### config.mk
export PLATFORM = sky130hd
export DESIGN_NAME = piso_serializer
export DESIGN_NICKNAME = d
export VERILOG_FILES = /design/src/rtl/piso_serializer_pkg.sv /design/src/rtl/piso_serializer.sv
export SDC_FILE = /design/constraint.sdc
export NUM_CORES = 1
export LEC_CHECK = 0
export CAP_MARGIN = 15
export CORE_AREA = 3 3 40 42
export CTS_CLUSTER_DIAMETER = 200
export DETAILED_ROUTE_END_ITERATION = 6
export DIE_AREA = 0 0 43 45
export GPL_ROUTABILITY_DRIVEN = 1
export SETUP_SLACK_MARGIN = 0.15
export SLEW_MARGIN = 30
export SYNTH_ARGS = -nofsm -noshare
export SYNTH_HDL_FRONTEND = slang
export SYNTH_SLANG_ARGS = --single-unit
### constraint.sdc
create_clock -name clk -period 1.39 [get_ports clk]
set_input_delay 0.139 -clock clk [delete_from_list [all_inputs] [get_ports clk]]
set_output_delay 0.139 -clock clk [all_outputs]
set_load 0.005 [all_outputs]
### src/rtl/piso_serializer_pkg.sv
// Shared definitions for the PISO serializer: FSM state encoding and
// the helper that sizes the bit counter.
package piso_serializer_pkg;

  // IDLE: line quiet, sout held 0. SHIFT: a word is on the line.
  typedef enum logic {
    ST_IDLE  = 1'b0,
    ST_SHIFT = 1'b1
  } state_t;

  // Ceiling log2, never less than 1, so a 2-bit word still gets a
  // one-bit counter. Valid for values up to 2**30.
  function automatic int clog2(input int value);
    int r;
    r = 1;
    for (int i = 1; i < 31; i++) begin
      if ((1 << i) < value) r = i + 1;
    end
    return r;
  endfunction

endpackage

### src/rtl/piso_serializer.sv
// Parallel-in, serial-out transmitter. Takes a WIDTH-bit word through
// a valid/ready handshake and drives it out one bit per clock on sout.
// A new word can be accepted on the edge that retires the last bit,
// so consecutive words go out with no idle gap.
module piso_serializer
  import piso_serializer_pkg::*;
#(
  parameter int WIDTH     = 4,
  parameter bit LSB_FIRST = 1'b1
) (
  input  logic             clk,
  input  logic             rst_n,
  input  logic             load_valid,
  output logic             load_ready,
  input  logic [WIDTH-1:0] load_data,
  output logic             sout,
  output logic             sout_valid,
  output logic             frame_start,
  output logic             busy
);

  localparam int              CW          = clog2(WIDTH);
  localparam logic [CW-1:0]   LP_LAST_IDX = CW'(WIDTH - 1);

  state_t           r_state;
  logic [WIDTH-1:0] r_shift;
  logic [CW-1:0]    r_cnt;
  logic             r_sout;
  logic             r_sout_valid;
  logic             r_frame_start;

  logic             w_last_bit;
  logic             w_accept;
  logic [WIDTH-1:0] w_shift_next;
  logic             w_first_bit;
  logic             w_next_bit;

  // r_cnt counts bits still to come after the one on the line, so
  // r_cnt == 0 in SHIFT means the last bit is being driven now.
  assign w_last_bit   = (r_state == ST_SHIFT) && (r_cnt == '0);
  assign load_ready   = (r_state == ST_IDLE) || w_last_bit;
  assign w_accept     = load_valid && load_ready;

  // The register keeps the bit currently on the line at its output
  // end; shifting exposes the next one.
  assign w_shift_next = LSB_FIRST ? (r_shift >> 1) : (r_shift << 1);
  assign w_first_bit  = LSB_FIRST ? load_data[0] : load_data[WIDTH-1];
  assign w_next_bit   = LSB_FIRST ? w_shift_next[0] : w_shift_next[WIDTH-1];

  // FSM with registered serial outputs; accept takes priority so a
  // last-bit edge with a waiting word starts the next frame directly.
  always_ff @(posedge clk or negedge rst_n) begin
    if (!rst_n) begin
      r_state       <= ST_IDLE;
      r_shift       <= '0;
      r_cnt         <= '0;
      r_sout        <= 1'b0;
      r_sout_valid  <= 1'b0;
      r_frame_start <= 1'b0;
    end else if (w_accept) begin
      r_state       <= ST_SHIFT;
      r_shift       <= load_data;
      r_cnt         <= LP_LAST_IDX;
      r_sout        <= w_first_bit;
      r_sout_valid  <= 1'b1;
      r_frame_start <= 1'b1;
    end else if (r_state == ST_SHIFT) begin
      if (r_cnt != '0) begin
        r_shift       <= w_shift_next;
        r_cnt         <= r_cnt - CW'(1);
        r_sout        <= w_next_bit;
        r_frame_start <= 1'b0;
      end else begin
        r_state       <= ST_IDLE;
        r_shift       <= '0;
        r_sout        <= 1'b0;
        r_sout_valid  <= 1'b0;
        r_frame_start <= 1'b0;
      end
    end
  end

  assign sout        = r_sout;
  assign sout_valid  = r_sout_valid;
  assign frame_start = r_frame_start;
  assign busy        = r_sout_valid;

endmodule

==> flow_summary.yaml, run 1 <==
global_routing:
  grtUsageTotal: 0.116
  gr-total-overflow: 0
  grt_pass1_vias: 355
  grt_max_degree: 15
  antenna_found_initial: 0
  grt_first_pass_wirelength_um: 1550
cts:
  ctsRootBufferMaster: "clkbuf_4"
  clk_pin_slew_ps: 60
  cts_max_level: 1
  hold_buffers: 0
  cts_made_buffers: 3
  clockBufferDepth: 2
  clk_latency_ps: 260
  cts_sinks: 9
  tritoncts: "yes"
final_layout:
  drive_gt1_frac: 0.233
  mostFrequentLayoutCell: "dfrtp_1"
  area_growth_pct: 45.5
  fin_area_um2: 628
  final_cell_mix: "9 x dfrtp_1, 6 x clkdlybuf4s50_1, 6 x buf_4, 4 x mux2i_1, 4 x dlygate4sd2_1"
  antennaDiodeCount: 0
  fin_nets: 69
sta:
  rsz0062_at_grt: "yes"
  max_freq_ghz: 0.781
  finalSetupViolCount: 0
  tightest_slew_ps: 385
  post-route-min-period_ps: 1280
  slew_viol_final: 0
  finClkSkew_ps: 3.97
  slew_headroom: 0.742
  hold_violations: 0
  setup-tns-final_ps: 0
  period_share: 0.921
pwr:
  switching_share: 0.323
  power.density_nw_per_um2: 1910
  p_int_mw: 0.813
  power.share.sequential: 0.353
  fin_total_pwr_mw: 1.20
  vdd_drop_max_v: 0.000940
  combPwrFrac: 0.480
  pwr-share-clk: 0.167
  switchingPower_mw: 0.387
  leakage_nw: 0.305
critical_path:
  crit_path_max_fanout: 8
  max_stage_delay_ps: 380
  slowest_stage: "dfrtp_1"
  cp_cell_sequence: "inv_1 > ha_2 > nor2b_2 > buf_4 > buf_6 > a32oi_1 > o21ai_1"
  cp.required_ps: 1530
  worstPathArrival_ps: 1420
  endpoint_kind: "flop"
  path_class: "flop to flop"
  cp-start-kind: "flop"
floorplanning:
  die_width_um: 43
  num_io_pins: 12
  core_um2: 1280
  dieArea_um2: 1940
  num_rows: 13
  die_h_um: 45
  start_util: 0.336
route:
  wl_um: 864
  via_per_inst: 4.64
  ant_nets: 0
  dr.pass1.iters: 3
  vias: 348
  wl_per_cell_um: 11.5
  drtIter0Drc: 3
  drc: 0
yosys:
  synth_nets: 49
  ys_seq_area_frac: 0.522
  synth_ff_type: "dfrtp_1"
  synth-seq-cells: 9
  yosysUniqueCellTypes: 16
  synth_area_leaders: "dfrtp_1 52%, mux2i_1 9.3%, buf_4 7.0%"
  yosysTopAreaCell: "dfrtp_1"
  syn_area_per_cell_um2: 10.5
  syn_area_um2: 432
  ys.warnings.count: 0
  async_flop_share: 1.00
  synth_top_area_share: 0.522
  synth_edf_count: 0
  synthCells: 41
job:
  max_cap_viol_count: 0
placement:
  io_buffers: 11
  hpwl_um: 575
  place.gp.congestion: 0.654
  dpl_cell_area_um2: 581
status:
  status: "complete, no violations"
min_path:
  hp-class: "primary input to async pin"
-- state kept, by name, indices dropped and copies added, names as in the netlist --
register	flops
frame_start	1
r_state	1
r_shift	3
r_cnt	2
sout	1
busy	1
-- cell families (layout without fill, tap and decap cells) --
family | count (synthesis) | after routing | synth area share
AOI/OAI and AO/OA | 11 | 11 | 0.157
buffers and inverters | 7 | 26 | 0.0957
adders and majority gates | 1 | 1 | 0.0290
and+or+nand+nor | 9 | 9 | 0.104
DFF | 9 | 9 | 0.522
muxes | 4 | 4 | 0.0928
-- critical path: cells and delay by family (launching register included) --
family	cells	cell delay, ps
AOI/OAI and AO/OA	2	240
adders and majority gates	1	180
buffers and inverters	3	320
DFF	1	380
and+or+nand+nor	1	40
-- routing by layer --
layer	up-vias	GRT usage	share of wire
met5	-	0	0
met4	0	0.0904	0.035
li1	182	-	-
met1	152	0.140	0.48
met3	3	0.0438	0.079
met2	11	0.165	0.41
-- synth_stat cells, types with 2 or more instances --
master   n
nor2_1   2
a32oi_1  3
a21oi_1  2
nor3_1   2
mux2i_1  4
inv_1    3
o21ai_0  5
dfrtp_1  9
buf_4    4
-- stage by stage --
stage | setup slack [ps] | utilization | instances | hold WS, ps
finish | 110 | 0.489 | 75 | 162
floorplan | 197 | - | 41 | -157
global route | 21.9 | 0.489 | 75 | 180
detailed placement | 46.2 | 0.452 | 68 | 462
global placement | 38.1 | 0.452 | 68 | 461
CTS | 97.5 | 0.480 | 74 | 179
-- area by class of cell --
| cell class | instances | area [um^2] |
|---|---|---|
| Clock buffer | 4 | 26.3 |
| Sequential cell | 9 | 225 |
| Inverter | 3 | 11.3 |
| Tap cell | 15 | 18.8 |
| Fill cell | 128 | 657 |
| Multi-Input combinational cell | 25 | 170 |
| Timing Repair Buffer | 19 | 176 |
-- what timing repair did --
item | 4_1_cts | 5_1_grt
pin swaps | 1 | 3
setup endpoints to repair | 5 | 7
resized for setup | 11 | 3
setup buffers | 2 | 1
-- power groups by stage --
stage	logic (mW)	registers, mW	clock network (mW)
after global routing	0.659	0.440	0.228
after global placement	0.518	0.430	0
after CTS	0.538	0.423	0.212
after floorplan	0.265	0.438	0
after detailed placement	0.526	0.435	0
final	0.576	0.423	0.200
-- final timing paths --
kind	start	endpoint	slack, ps	depth (start not counted)
max	r_cnt[0]	r_shift[2]	110	7
min in group clk	r_shift[2]	r_shift[1]	500	2
max reg2reg	r_cnt[0]	r_shift[2]	110	7
min reg2reg	r_shift[2]	r_shift[1]	500	2
min	rst_n	frame_start	160	1
max in group asynchronous	rst_n	r_cnt[1]	950	1
No activity file was read; power rests on OpenSTA's default activity.
==> run 2: changes to the inputs <==
--- a/config.mk
+++ b/config.mk
@@ -10,8 +10,8 @@
 export CTS_CLUSTER_DIAMETER = 200
 export DETAILED_ROUTE_END_ITERATION = 6
 export DIE_AREA = 0 0 43 45
+export DONT_BUFFER_PORTS = 1
 export GPL_ROUTABILITY_DRIVEN = 1
-export SETUP_SLACK_MARGIN = 0.15
 export SLEW_MARGIN = 30
 export SYNTH_ARGS = -nofsm -noshare
 export SYNTH_HDL_FRONTEND = slang
==> flow_summary.yaml, run 2 (synthesis gave the netlist of run 1 again) <==
global_routing:
  grt_pass1_vias: 326
  gr-total-overflow: 0
  grt_first_pass_wirelength_um: 1470
  antenna_found_initial: 0
  grtUsageTotal: 0.107
  grt_max_degree: 15
sta:
  hold_violations: 0
  finalSetupViolCount: 0
  finClkSkew_ps: 4.59
  period_share: 0.956
  whs_ps: 42.8
  tightest_slew_ps: 384
  slew_viol_final: 0
  max_freq_ghz: 0.752
  slew_headroom: 0.743
  post-route-min-period_ps: 1330
route:
  maxUsedRoutingLayer: "met3"
  drtIter0Drc: 2
  wl_per_cell_um: 13.1
  vias: 307
  ant_nets: 0
  wl_met3_um: 57
  drc: 0
  met2WireLength_um: 400
  dr.pass1.iters: 3
  met1Wirelength_um: 354
  via_per_inst: 4.95
  wl_um: 813
cts:
  clk_pin_slew_ps: 60
  cts_sinks: 9
  tritoncts: "yes"
  cts_max_level: 1
  ctsRootBufferMaster: "clkbuf_4"
  cts_made_buffers: 3
  clk_latency_ps: 250
  clockBufferDepth: 2
final_layout:
  fin_cells: 62
  top_register: "r_shift"
  multi_input_area_um2: 168
  drive_gt1_frac: 0.170
  mostFrequentLayoutCell: "dfrtp_1"
  final_util: 0.389
  antennaDiodeCount: 0
  final_cell_mix: "9 x dfrtp_1, 5 x o21ai_0, 4 x mux2i_1, 4 x buf_4"
  area_growth_pct: 15.7
  seqCellArea_um2: 225
  largestRegisters: "r_shift: 3 flops, r_cnt: 2 flops"
  nFillCells: 138
  fin_nets: 56
  largest_reg_flops: 3
floorplanning:
  dieArea_um2: 1940
  die_h_um: 45
  core_um2: 1280
  num_io_pins: 12
  die_width_um: 43
  num_rows: 13
  start_util: 0.336
critical_path:
  cp_common_cell: "inv_1"
  rr_startpoint: "r_cnt[0]"
  reg2reg_depth: 6
  worstSetupEndpoint: "load_ready"
  cpLargestDelayFamily: "flip-flops"
  r2r_setup_slack_ps: 200
  cp_cell_sequence: "inv_1 > ha_1 > nor2b_2 > buf_4 > inv_1"
  cp_num_buf_inv: 3
  cp-start-kind: "flop"
  endpoint_kind: "primary output"
  path_class: "flop to primary output"
  slowest_stage: "dfrtp_1"
  max_stage_delay_ps: 340
  cp-startpoint: "r_cnt[0]"
  cp.required_ps: 1250
  worstPathArrival_ps: 1190
  timing.rr.end: "sout"
  cp_num_cells: 5
  crit_path_max_fanout: 6
placement:
  hpwl_um: 589
  place.gp.congestion: 0.693
  io_buffers: 0
  placed_cells: 54
status:
  status: "complete, no violations"
min_path:
  hp-class: "primary input to flop"
pwr:
  power.density_nw_per_um2: 2030
  leakage_nw: 0.234
  vdd_drop_max_v: 0.000872
job:
  max_cap_viol_count: 0
run 2: metrics by stage:
stage	power, mW	setup WS [ps]	TNS [ps]	area (um^2)
2_1_floorplan	0.703	197	0	432
3_3_place_gp	0.746	105	0	435
3_5_place_dp	0.771	84.2	0	435
4_1_cts	1.01	25.2	0	492
5_1_grt	1.12	-8.01	-8.01	499
6_report	1.01	61.0	0	499
run 2: worst min-delay path by stage:
stage	start	endpoint	slack, ps	cells after the start
2_1_floorplan	rst_n	busy	-160	0
3_3_place_gp	rst_n	frame_start	-160	0
3_5_place_dp	rst_n	frame_start	-160	0
4_1_cts	load_valid	busy	30	2
5_1_grt	load_valid	frame_start	30	2
6_report	load_valid	busy	40	2
run 2: worst reg2reg max path, stage by stage (launching register included):
cell and delay (ps):
dfrtp_1 380, inv_1 60, ha_1 170, nor2b_2 60
buf_4 140, a32oi_1 120, o21ai_0 120
run 2: cell type report:
| class | instances | area share |
|---|---|---|
| multi-input combinational | 25 | 0.336 |
| inverter | 3 | 0.0226 |
| sequential | 9 | 0.451 |
| clock buffer | 4 | 0.0526 |
| tap | 15 | 0.0376 |
| timing repair buffer | 6 | 0.100 |
run 2: power by group:
group	total [mW]	internal (mW)	switching (mW)
Sequential	0.457	0.371	0.0859
Clock	0.192	0.110	0.0817
Combinational	0.365	0.189	0.176
run 2: per-layer routing:
metal  up-vias  GRT usage
li1        155          -
met1       144      0.113
met2         8      0.180
met3         0     0.0518
met4         0     0.0542
met5         -          0
run 2: repair_timing:
action | in CTS | in global routing
hold endpoints to repair | 10 | 0
resized for setup | 1 | 0
setup buffers | 1 | 1
pin swaps | 0 | 0
hold buffers | 2 | 0
setup endpoints to repair | 1 | 1
==> edit (config.mk and constraints of run 2) <==
The parameter `WIDTH` goes from 4 to 3.
--- a/src/rtl/piso_serializer.sv
+++ b/src/rtl/piso_serializer.sv
@@ -5,7 +5,7 @@
 module piso_serializer
   import piso_serializer_pkg::*;
 #(
-  parameter int WIDTH     = 4,
+  parameter int WIDTH     = 3,
   parameter bit LSB_FIRST = 1'b1
 ) (
   input  logic             clk,
Ports: changed (resized load_data); port bits go from 12 to 11. The function was not compared with the original's and may differ.
==> edit against run 2 <==
- critical endpoint unchanged
- non-clock buffer count down 4
- critical path type unchanged
- routed wire length is 16% lower
- sequential power shrank 12%
- sequential share of layout area is 0.73 points higher
- worst setup slack better by 0.025 ns
- hold slack got worse by 0.0063 ns
- clock skew shrank 0.00090 ns
- core utilization fell by 4.9 points
- synthesized area decreased by 9.6%
- sequential cell count decreased by 1
- final area is 13% lower
- total power down 6.8%
==> edit: results (changes against run 2) <==
- Share of synthesized area spent on multiplexers: 13.5% (+4.2 points)
- Placed cells: 47 (-13%)
- Count of distinct cell types in the synthesized netlist: 17 (+1)
- Top cells by area in the synthesized netlist: sky130_fd_sc_hd__dfrtp_1 51%, sky130_fd_sc_hd__mux2i_1 7.7%, sky130_fd_sc_hd__mux2i_4 5.8%
- Met2 demand-to-capacity share in global routing: 9.28% (-8.7 points)
- Reg2reg setup slack: 0.18 ns (-0.02 ns)
- Pwr dens: 2160 mW/mm^2 (+6.6%)
- Total via count in the routed design: 258 (-16%)
- Mean number of vias per cell: 4.96 (+0.20%)
- Length of the first detailed-routing pass in iterations: 2 (-1)
- Worst clock skew: 0.00370 ns (-0.000899 ns)
- WL met2: 303 um (-24%)
- Layout filler cell count: 133 (-3.6%)
- Number of setup buffers added after CTS: 0 (-1)
- Slew at the pin closest to its max-slew limit: 0.352 ns (-0.0318 ns)
- Share of the synthesized area in compound gates (AO/OA/AOI/OAI): 12.5% (-3.2 points)
- Sequential share of the synthesized area: 51.3% (-0.89 points)
- Met3 wire length: 84 um (+47%)
- Avg Cell Area, Syn: 11.5 um^2 (+9.1%)
- Terminating pin of the worst hold path: r_state
- Routed WL per cell: 13.2 um (+0.61%)
- R2r endpoint: r_cnt[0]
- Global-route met1 utilization: 9.70% (-1.6 points)
- Aggregate global-route resource usage: 7.83% (-2.9 points)
- GR Layer Usage met3: 5.58% (+0.40 points)
- DPL Wire Length: 515 um (-13%)
- Area share of fa/ha/maj cells after synthesis: 3.21% (+0.31 points)
- Number of global-route vias before repair: 231 (-29%)
- Hold path depth: 1 (-1)
- Most instantiated cells after synthesis: 8 x sky130_fd_sc_hd__dfrtp_1, 4 x sky130_fd_sc_hd__o21ai_0, 3 x sky130_fd_sc_hd__inv_1, 3 x sky130_fd_sc_hd__mux2i_1
- Pin count of the biggest net entering global routing: 12 (-3)
- Instance area after placement: 394 um^2 (-9.5%)
- Detailed-route wire length on metal 1: 298 um (-16%)
- GPL Wtd Cong: 0.702 (+1.3%)
- Outcome: completed
- Length in cells of the worst reg-to-reg path: 5 (-1)
- Net count after synthesis: 41 (-16%)
- Post-placement worst setup slack: 0.0851 ns (+0.000882 ns)
- DRC marker count from the first detailed-route iteration: 3 (+1)
- Data arrival time at the worst-slack endpoint: 1.16 ns (-0.03 ns)
- Fraction of final layout cells sized beyond drive strength 1: 21.6% (+4.6 points)
[edit: cells by family after synthesis]
family,Yosys count
flip-flops,8
adder cells (fa/ha/maj),1
multiplexers,4
buffers and inverters,5
AND/OR/NAND/NOR,8
AO/OA/AOI/OAI,8
[edit: worst max path at each step]
stage | slack (ns) | cells after the start | to | start
floorplan | 0.17 | 5 | r_cnt[0] | r_cnt[0]
global route | 0.02 | 4 | load_ready | r_cnt[0]
detailed placement | 0.09 | 5 | r_cnt[0] | r_cnt[0]
global placement | 0.11 | 5 | r_cnt[0] | r_cnt[0]
CTS | 0.005 | 4 | load_ready | r_cnt[0]
finish | 0.09 | 4 | load_ready | r_cnt[0]
[edit: layout make-up]
type | instances | area, um^2 | area share [%]
Tap cell | 15 | 18.8 | 4.30
Multi-Input combinational cell | 21 | 166 | 38.1
Clock buffer | 3 | 22.5 | 5.16
Inverter | 3 | 11.3 | 2.58
Timing Repair Buffer | 2 | 17.5 | 4.01
Sequential cell | 8 | 200 | 45.8
